## config.mk

```make
export PLATFORM = sky130hd
export DESIGN_NAME = mem_arb
export DESIGN_NICKNAME = d
export VERILOG_FILES = /design/src/rtl/mem_arb.sv
export SDC_FILE = /design/constraint.sdc
export NUM_CORES = 1
export LEC_CHECK = 0
export CAP_MARGIN = 20
export CORE_MARGIN = 8
export CORE_UTILIZATION = 43
export CTS_CLUSTER_SIZE = 20
export DETAILED_ROUTE_END_ITERATION = 7
export PLACE_DENSITY = 0.85
export SYNTH_ARGS = -nofsm -noshare
export SYNTH_HDL_FRONTEND = slang
export SYNTH_SLANG_ARGS = --single-unit
```

## constraint.sdc

```tcl
create_clock -name clk -period 3.5 [get_ports clk]
set_input_delay 0.875 -clock clk [delete_from_list [all_inputs] [get_ports clk]]
set_output_delay 0.875 -clock clk [all_outputs]
set_load 0.05 [all_outputs]
```

## src/rtl/mem_arb.sv

```systemverilog
// rtl/mem_arb.sv - fetch/data arbiter in front of a single-port synchronous-read memory
// Optional MEM_ARB_RR_EN: round-robin tie-break instead of fixed data-port priority.
module mem_arb (
    input  logic        clk,
    input  logic        rst,
    input  logic        if_req,
    input  logic [15:0] if_addr,
    output logic        if_gnt,
    output logic        if_rvalid,
    output logic [31:0] if_rdata,
    input  logic        dm_req,
    input  logic        dm_we,
    input  logic [15:0] dm_addr,
    input  logic [31:0] dm_wdata,
    output logic        dm_gnt,
    output logic        dm_rvalid,
    output logic [31:0] dm_rdata,
    output logic        mem_en,
    output logic        mem_we,
    output logic [15:0] mem_addr,
    output logic [31:0] mem_wdata,
    input  logic [31:0] mem_rdata,
    output logic        busy
);
    localparam logic [1:0] IDLE  = 2'd0;
    localparam logic [1:0] ISSUE = 2'd1;
    localparam logic [1:0] RESP  = 2'd2;

    logic [1:0]  state;
    logic        cap_dm;
    logic        cap_we;
    logic [15:0] cap_addr;
    logic [31:0] cap_wdata;
    logic        pick_dm;

`ifdef MEM_ARB_RR_EN
    logic last_dm;

    // On a tie the port that was not granted most recently wins.
    assign pick_dm = dm_req & (~if_req | ~last_dm);

    always_ff @(posedge clk) begin
        if (rst) begin
            last_dm <= 1'b1;
        end else if (state == ISSUE) begin
            last_dm <= cap_dm;
        end
    end
`else
    assign pick_dm = dm_req;
`endif

    always_ff @(posedge clk) begin
        if (rst) begin
            state     <= IDLE;
            cap_dm    <= 1'b0;
            cap_we    <= 1'b0;
            cap_addr  <= 16'd0;
            cap_wdata <= 32'd0;
            if_rdata  <= 32'd0;
            dm_rdata  <= 32'd0;
        end else begin
            case (state)
                IDLE: begin
                    if (if_req | dm_req) begin
                        state     <= ISSUE;
                        cap_dm    <= pick_dm;
                        cap_we    <= pick_dm & dm_we;
                        cap_addr  <= pick_dm ? dm_addr : if_addr;
                        cap_wdata <= pick_dm ? dm_wdata : 32'd0;
                    end
                end
                ISSUE: begin
                    state <= cap_we ? IDLE : RESP;
                end
                RESP: begin
                    // Memory word arrives during RESP; the owning port's register holds it afterwards.
                    state <= IDLE;
                    if (cap_dm) begin
                        dm_rdata <= mem_rdata;
                    end else begin
                        if_rdata <= mem_rdata;
                    end
                end
                default: begin
                    state <= IDLE;
                end
            endcase
        end
    end

    assign mem_en    = (state == ISSUE);
    assign mem_we    = (state == ISSUE) & cap_we;
    assign mem_addr  = cap_addr;
    assign mem_wdata = cap_wdata;
    assign if_gnt    = (state == ISSUE) & ~cap_dm;
    assign dm_gnt    = (state == ISSUE) & cap_dm;
    assign if_rvalid = (state == RESP) & ~cap_dm;
    assign dm_rvalid = (state == RESP) & cap_dm;
    assign busy      = (state != IDLE);

endmodule

```

==> flow_metrics.env, run 1 <==
export IMPL_status="completed"
export IMPL_p_comb_frac=0.180
export IMPL_drt_iter0_drc=283
export IMPL_syn_area_per_cell_um2=8.24
export IMPL_synth_top_area_frac=0.546
export IMPL_path_max_fanout=33
export IMPL_grtUsageTotal=0.214
export IMPL_cts_buffers=17
export IMPL_yosysTopAreaCell="dfxtp_1"
export IMPL_placementRows=36
export IMPL_post_cts_resized=0
export IMPL_dr_max_layer_used="met4"
export IMPL_overflow=0
export IMPL_rsz0062_at_grt="false"
export IMPL_vias=4446
export IMPL_finalCritPeriodShare=0.896
export IMPL_synth_ff_type="dfxtp_1"
export IMPL_power_density_mw_per_mm2=544
export IMPL_layout_cells_non_filler=867
export IMPL_synth_cell_types=25
export IMPL_synth_edf_count=0
export IMPL_multi_input_area_mm2=0.00173
export IMPL_met3_length_um=1520
export IMPL_path_delay_family="buffers and inverters"
export IMPL_portBuffers=219
export IMPL_ant_nets=0
export IMPL_gp_congestion=0.789
export IMPL_setup_worst_path_class="flop to output port"
export IMPL_timing_final_max_slew_violations=0
export IMPL_p_leak_nw=2.54
export IMPL_critPathMaxStageDelay_ps=470
export IMPL_drc=0
export IMPL_setup_violations=0
export IMPL_start_util=0.439
export IMPL_synth_most_common_cell="nand2_1"
export IMPL_synthCells=516
export IMPL_worst_pin_slew_ps=638
export IMPL_hpwlAfterDp_um=10600
export IMPL_register_area_mm2=0.00232
export IMPL_critPathBufInv=3
export IMPL_fill_cells=693
export IMPL_synth_warnings=0
export IMPL_fp_dieArea_mm2=0.0133
export IMPL_io_pins=220
export IMPL_synth_seq_area_share=0.546
export IMPL_wl_met2_um=7490
export IMPL_clockBufferDepth=2
export IMPL_syn_num_nets=617
export IMPL_seqPwrFrac=0.368
export IMPL_core_area_mm2=0.00968
export IMPL_cp_arrival_ps=2260
export IMPL_cts_root_buf="clkbuf_8"
export IMPL_fp_dieW_um=115
export IMPL_grt_max_degree=65
export IMPL_skew_ps=11.6
export IMPL_clockPowerShare=0.452
export IMPL_crit_path_end_kind="output port"
export IMPL_grt_pass1_wl_um=22500
export IMPL_ys_ff_latch=116
export IMPL_path_cells="or3b_1, buf_4, clkinv_2, buf_4"
export IMPL_met1_length_um=5340
export IMPL_synthTopCellsByArea="dfxtp_1, nand2_1, a21oi_1"
export IMPL_start_kind="flop"
export IMPL_postCtsSetupRepairBufs=0
export IMPL_antenna_found_initial=0
export IMPL_antenna_cells=0
export IMPL_power_internal_w=0.00277
export IMPL_power_switching_w=0.00110
export IMPL_die_y_um=115
export IMPL_postSynth_asyncResetShare=0
export IMPL_netlist_top_cells_count="nand2_1, dfxtp_1, a21oi_1, o21ai_0, clkbuf_1"
export IMPL_maxCapViolCount=0
export IMPL_grt_pass1_vias=4449
export IMPL_required_ps=2620
export IMPL_h_tree_depth=4
export IMPL_crit_slowest_cell="dfxtp_1"
export IMPL_max_freq_mhz=319
export IMPL_worstSkewPairLatency_ps=500
export IMPL_finalHoldViolCount=0
export IMPL_cts_clk_slew_worst_paths_ps=60
export IMPL_nets=822
export IMPL_placed_cells=835
export IMPL_swShare=0.284
export IMPL_cts_tree="yes"
export IMPL_avgRoutedWirePerCell_um=16.9
export IMPL_drt_first_pass_iters=6
export IMPL_area_growth_pct=67.0
export IMPL_clock_sinks=116
export IMPL_finalSetupTns_ps=0
export IMPL_r2r_slack_ps=1430
export IMPL_slew_headroom=0.574
export IMPL_period_needed_ps=3140
export IMPL_synth_area_mm2=0.00425
export IMPL_ctsHoldBuffers=0
export IMPL_layout_drive_gt1_share=0.0668
export IMPL_finalWirelength_um=14700
export IMPL_path_common_cell="buf_4"
export IMPL_vdd_drop_max_mv=0.312
export IMPL_vias_per_cell=5.13
export IMPL_hp_class="flop to flop"
## metrics by stage
stage / setup WS [ps] / util / hold WS (ps) / instance area (um2) / power (W)
2_1_floorplan: 1270 / - / 409 / 4250 / 0.00184
3_3_place_gp: 926 / 0.671 / 441 / 6500 / 0.00213
5_1_grt: 230 / 0.734 / 469 / 7100 / 0.00399
4_1_cts: 341 / 0.734 / 454 / 7100 / 0.00389
3_5_place_dp: 869 / 0.671 / 445 / 6500 / 0.00214
6_report: 365 / 0.734 / 452 / 7100 / 0.00386
## power by group through the flow
stage	Clock (W)	Sequential, W	Combinational [W]
2_1_floorplan	0	0.00166	0.000188
3_3_place_gp	0	0.00145	0.000684
3_5_place_dp	0	0.00145	0.000694
4_1_cts	0.00177	0.00142	0.000697
5_1_grt	0.00183	0.00143	0.000732
6_report	0.00175	0.00142	0.000694
## area by class of cell
| cell class | instances | share of cell area |
|---|---|---|
| Inverter | 4 | 0.00229 |
| Tap cell | 133 | 0.0234 |
| Sequential cell | 116 | 0.327 |
| Clock inverter | 14 | 0.0247 |
| Multi-Input combinational cell | 355 | 0.243 |
| Timing Repair Buffer | 227 | 0.319 |
| Clock buffer | 18 | 0.0602 |
## cell families (layout without fill, tap and decap cells)
group                  count (synthesis)  in the layout  share of synthesized area
and+or+nand+nor                      175            175                      0.164
AOI/OAI and AO/OA                    164            164                      0.202
DFF                                  116            116                      0.546
buffers and inverters                 45            263                     0.0497
muxes                                 16             16                     0.0376
## worst paths after layout
| path | start | to | cells past startpoint |
|---|---|---|---|
| setup / recovery | state[0]$_SDFFE_PP0P_ | if_rvalid | 4 |
| hold / removal | dm_rdata[21]$_SDFFE_PP0P_ | dm_rdata[21]$_SDFFE_PP0P_ | 2 |
| setup reg to reg | state[1]$_SDFFE_PP0P_ | mem_addr[3]$_SDFFE_PP0P_ | 5 |
| hold reg to reg | dm_rdata[21]$_SDFFE_PP0P_ | dm_rdata[21]$_SDFFE_PP0P_ | 2 |
## flip-flops by register name, summed over array words and instances, names as in the netlist
register   cells
state          2
cap_dm         1
dm_rdata      32
mem_wdata     32
mem_addr      16
cap_we         1
if_rdata      32
## worst reg2reg max path, cell delays in order (launching register included)
cell and delay (ps):
dfxtp_1 380, nor2_4 400, clkinv_1 150, buf_4 270, nor2_2 550, a211oi_1 170
## layout by cell type (no fill, tap or decap), types with 3 or more instances in the layout
cell	n
clkdlybuf4s50_1	216
o21ai_1	3
mux2i_1	16
a21oi_1	114
clkinvlp_4	3
dfxtp_1	116
bufinv_16	3
nand2_1	162
o21ai_0	31
a211oi_1	16
buf_4	9
clkinv_2	3
inv_6	4
clkbuf_16	16
## layer usage
metal | GRT usage | vias up
li1 | - | 2146
met1 | 0.212 | 2066
met2 | 0.390 | 208
met3 | 0.0912 | 26
met4 | 0.0797 | 0
met5 | 0 | -
(Power assumes the default switching activity.)
==> run 2, diff against run 1 <==
--- a/config.mk
+++ b/config.mk
@@ -8,8 +8,10 @@
 export CAP_MARGIN = 20
 export CORE_MARGIN = 8
 export CORE_UTILIZATION = 43
+export CTS_BUF_LIST = sky130_fd_sc_hd__clkbuf_8
 export CTS_CLUSTER_SIZE = 20
 export DETAILED_ROUTE_END_ITERATION = 7
+export GPL_TIMING_DRIVEN = 1
 export PLACE_DENSITY = 0.85
 export SYNTH_ARGS = -nofsm -noshare
 export SYNTH_HDL_FRONTEND = slang
==> flow_metrics.env, run 2 (synthesis gave the netlist of run 1 again) <==
export IMPL_hp_class="flop to flop"
export IMPL_grt_pass1_vias=4392
export IMPL_r2r_slack_ps=1440
export IMPL_drc=0
export IMPL_path_common_cell="buf_4"
export IMPL_swShare=0.303
export IMPL_vias=4367
export IMPL_power_switching_w=0.00104
export IMPL_area_growth_pct=62.8
export IMPL_clockBufferDepth=2
export IMPL_power_density_mw_per_mm2=494
export IMPL_path_cells="or3b_1, buf_4, clkinv_2, buf_4"
export IMPL_core_area_mm2=0.00968
export IMPL_status="completed"
export IMPL_finalWirelength_um=14500
export IMPL_ctsHoldBuffers=0
export IMPL_fill_cells=718
export IMPL_drt_iter0_drc=338
export IMPL_cts_tree="yes"
export IMPL_hpwlAfterDp_um=10600
export IMPL_layout_common_cells="clkdlybuf4s50_1, nand2_1, dfxtp_1, a21oi_1, o21ai_0"
export IMPL_antenna_cells=0
export IMPL_fp_dieArea_mm2=0.0133
export IMPL_r2r_cells=5
export IMPL_portBuffers=219
export IMPL_path_max_fanout=33
export IMPL_clockPowerShare=0.382
export IMPL_clock_sinks=116
export IMPL_grt_max_degree=65
export IMPL_hold_start="dm_rdata[21]$_SDFFE_PP0P_"
export IMPL_skew_ps=12.1
export IMPL_rsz0062_at_grt="false"
export IMPL_power_internal_w=0.00238
export IMPL_p_leak_nw=2.46
export IMPL_finalCritPeriodShare=0.880
export IMPL_rr_startpoint="state[1]$_SDFFE_PP0P_"
export IMPL_setup_worst_path_class="flop to output port"
export IMPL_max_freq_mhz=325
export IMPL_required_ps=2620
export IMPL_cp_depth=4
export IMPL_nets=822
export IMPL_cts_buffers=17
export IMPL_overflow=0
export IMPL_avgRoutedWirePerCell_um=16.7
export IMPL_cp_arrival_ps=2200
export IMPL_layout_drive_gt1_share=0.0668
export IMPL_slew_headroom=0.570
export IMPL_whs_path_depth=2
export IMPL_worstSkewPairLatency_ps=420
export IMPL_grt_pass1_wl_um=22100
export IMPL_critPathBufInv=3
export IMPL_setup_violations=0
export IMPL_worst_pin_slew_ps=645
export IMPL_final_common_cell="clkdlybuf4s50_1"
export IMPL_post_cts_resized=0
export IMPL_finalHoldViolCount=0
export IMPL_p_comb_frac=0.203
export IMPL_ant_nets=0
export IMPL_grtUsageTotal=0.211
export IMPL_crit_slowest_cell="dfxtp_1"
export IMPL_period_needed_ps=3080
export IMPL_min_to="dm_rdata[21]$_SDFFE_PP0P_"
export IMPL_antenna_found_initial=0
export IMPL_cts_root_buf="clkbuf_8"
export IMPL_gp_congestion=0.789
export IMPL_seqPwrFrac=0.416
export IMPL_die_y_um=115
export IMPL_placementRows=36
export IMPL_cts_clk_slew_worst_paths_ps=80
export IMPL_crit_path_end_kind="output port"
export IMPL_timing_final_max_slew_violations=0
export IMPL_maxCapViolCount=0
export IMPL_finalSetupTns_ps=0
export IMPL_hold_slack_ps=454
export IMPL_path_delay_family="buffers and inverters"
export IMPL_postCtsSetupRepairBufs=0
export IMPL_vdd_drop_max_mv=0.329
export IMPL_start_util=0.439
export IMPL_critPathMaxStageDelay_ps=470
export IMPL_drt_first_pass_iters=4
export IMPL_io_pins=220
export IMPL_fp_dieW_um=115
export IMPL_r2r_end="mem_addr[10]$_SDFFE_PP0P_"
export IMPL_vias_per_cell=5.04
export IMPL_h_tree_depth=4
export IMPL_start_kind="flop"
[run 2: cell type report]
cell class                      count  area (um2)  area share
Clock buffer                       18         248      0.0358
Multi-Input combinational cell    355        1730       0.249
Tap cell                          133         166      0.0240
Clock inverter                     14         175      0.0253
Timing Repair Buffer              227        2270       0.328
Inverter                            4        16.3     0.00235
Sequential cell                   116        2320       0.335
[run 2: per-layer routing]
metal  vias to the layer above  global-route usage  part of all wire
li1                       2142                   -                 -
met2                       183               0.377              0.51
met5                         -                   0                 0
met1                      2019               0.208              0.37
met3                        23              0.0917              0.10
met4                         0              0.0884             0.023
[run 2: how the worst max path moves through the flow]
stage | end | startpoint
final | if_rvalid | state[0]$_SDFFE_PP0P_
after global routing | if_rvalid | state[0]$_SDFFE_PP0P_
after CTS | if_rvalid | state[0]$_SDFFE_PP0P_
after detailed placement | if_rvalid | state[0]$_SDFFE_PP0P_
after global placement | if_rvalid | state[1]$_SDFFE_PP0P_
after floorplan | dm_gnt | state[1]$_SDFFE_PP0P_
[run 2: worst min-delay path: cells and delay by family, from the launching register on]
kind / cells / cell delay, ps
DFF: 1 / 310
and+or+nand+nor: 1 / 50
AOI/OAI and AO/OA: 1 / 50
[run 2: power groups by stage]
stage	registers, W	clock network (W)	logic, W
final	0.00142	0.00131	0.000693
after global routing	0.00143	0.00139	0.000730
after CTS	0.00142	0.00133	0.000696
after detailed placement	0.00145	0	0.000694
after global placement	0.00145	0	0.000684
after floorplan	0.00166	0	0.000188
[run 2: through the flow]
stage	power (W)	utilization	cell area [um2]	cells	worst slack [ps]
floorplan	0.00184	-	4250	516	1270
global placement	0.00213	0.671	6500	835	926
detailed placement	0.00214	0.671	6500	835	869
CTS	0.00344	0.715	6920	867	419
global route	0.00354	0.715	6920	867	293
finish	0.00342	0.715	6920	867	421
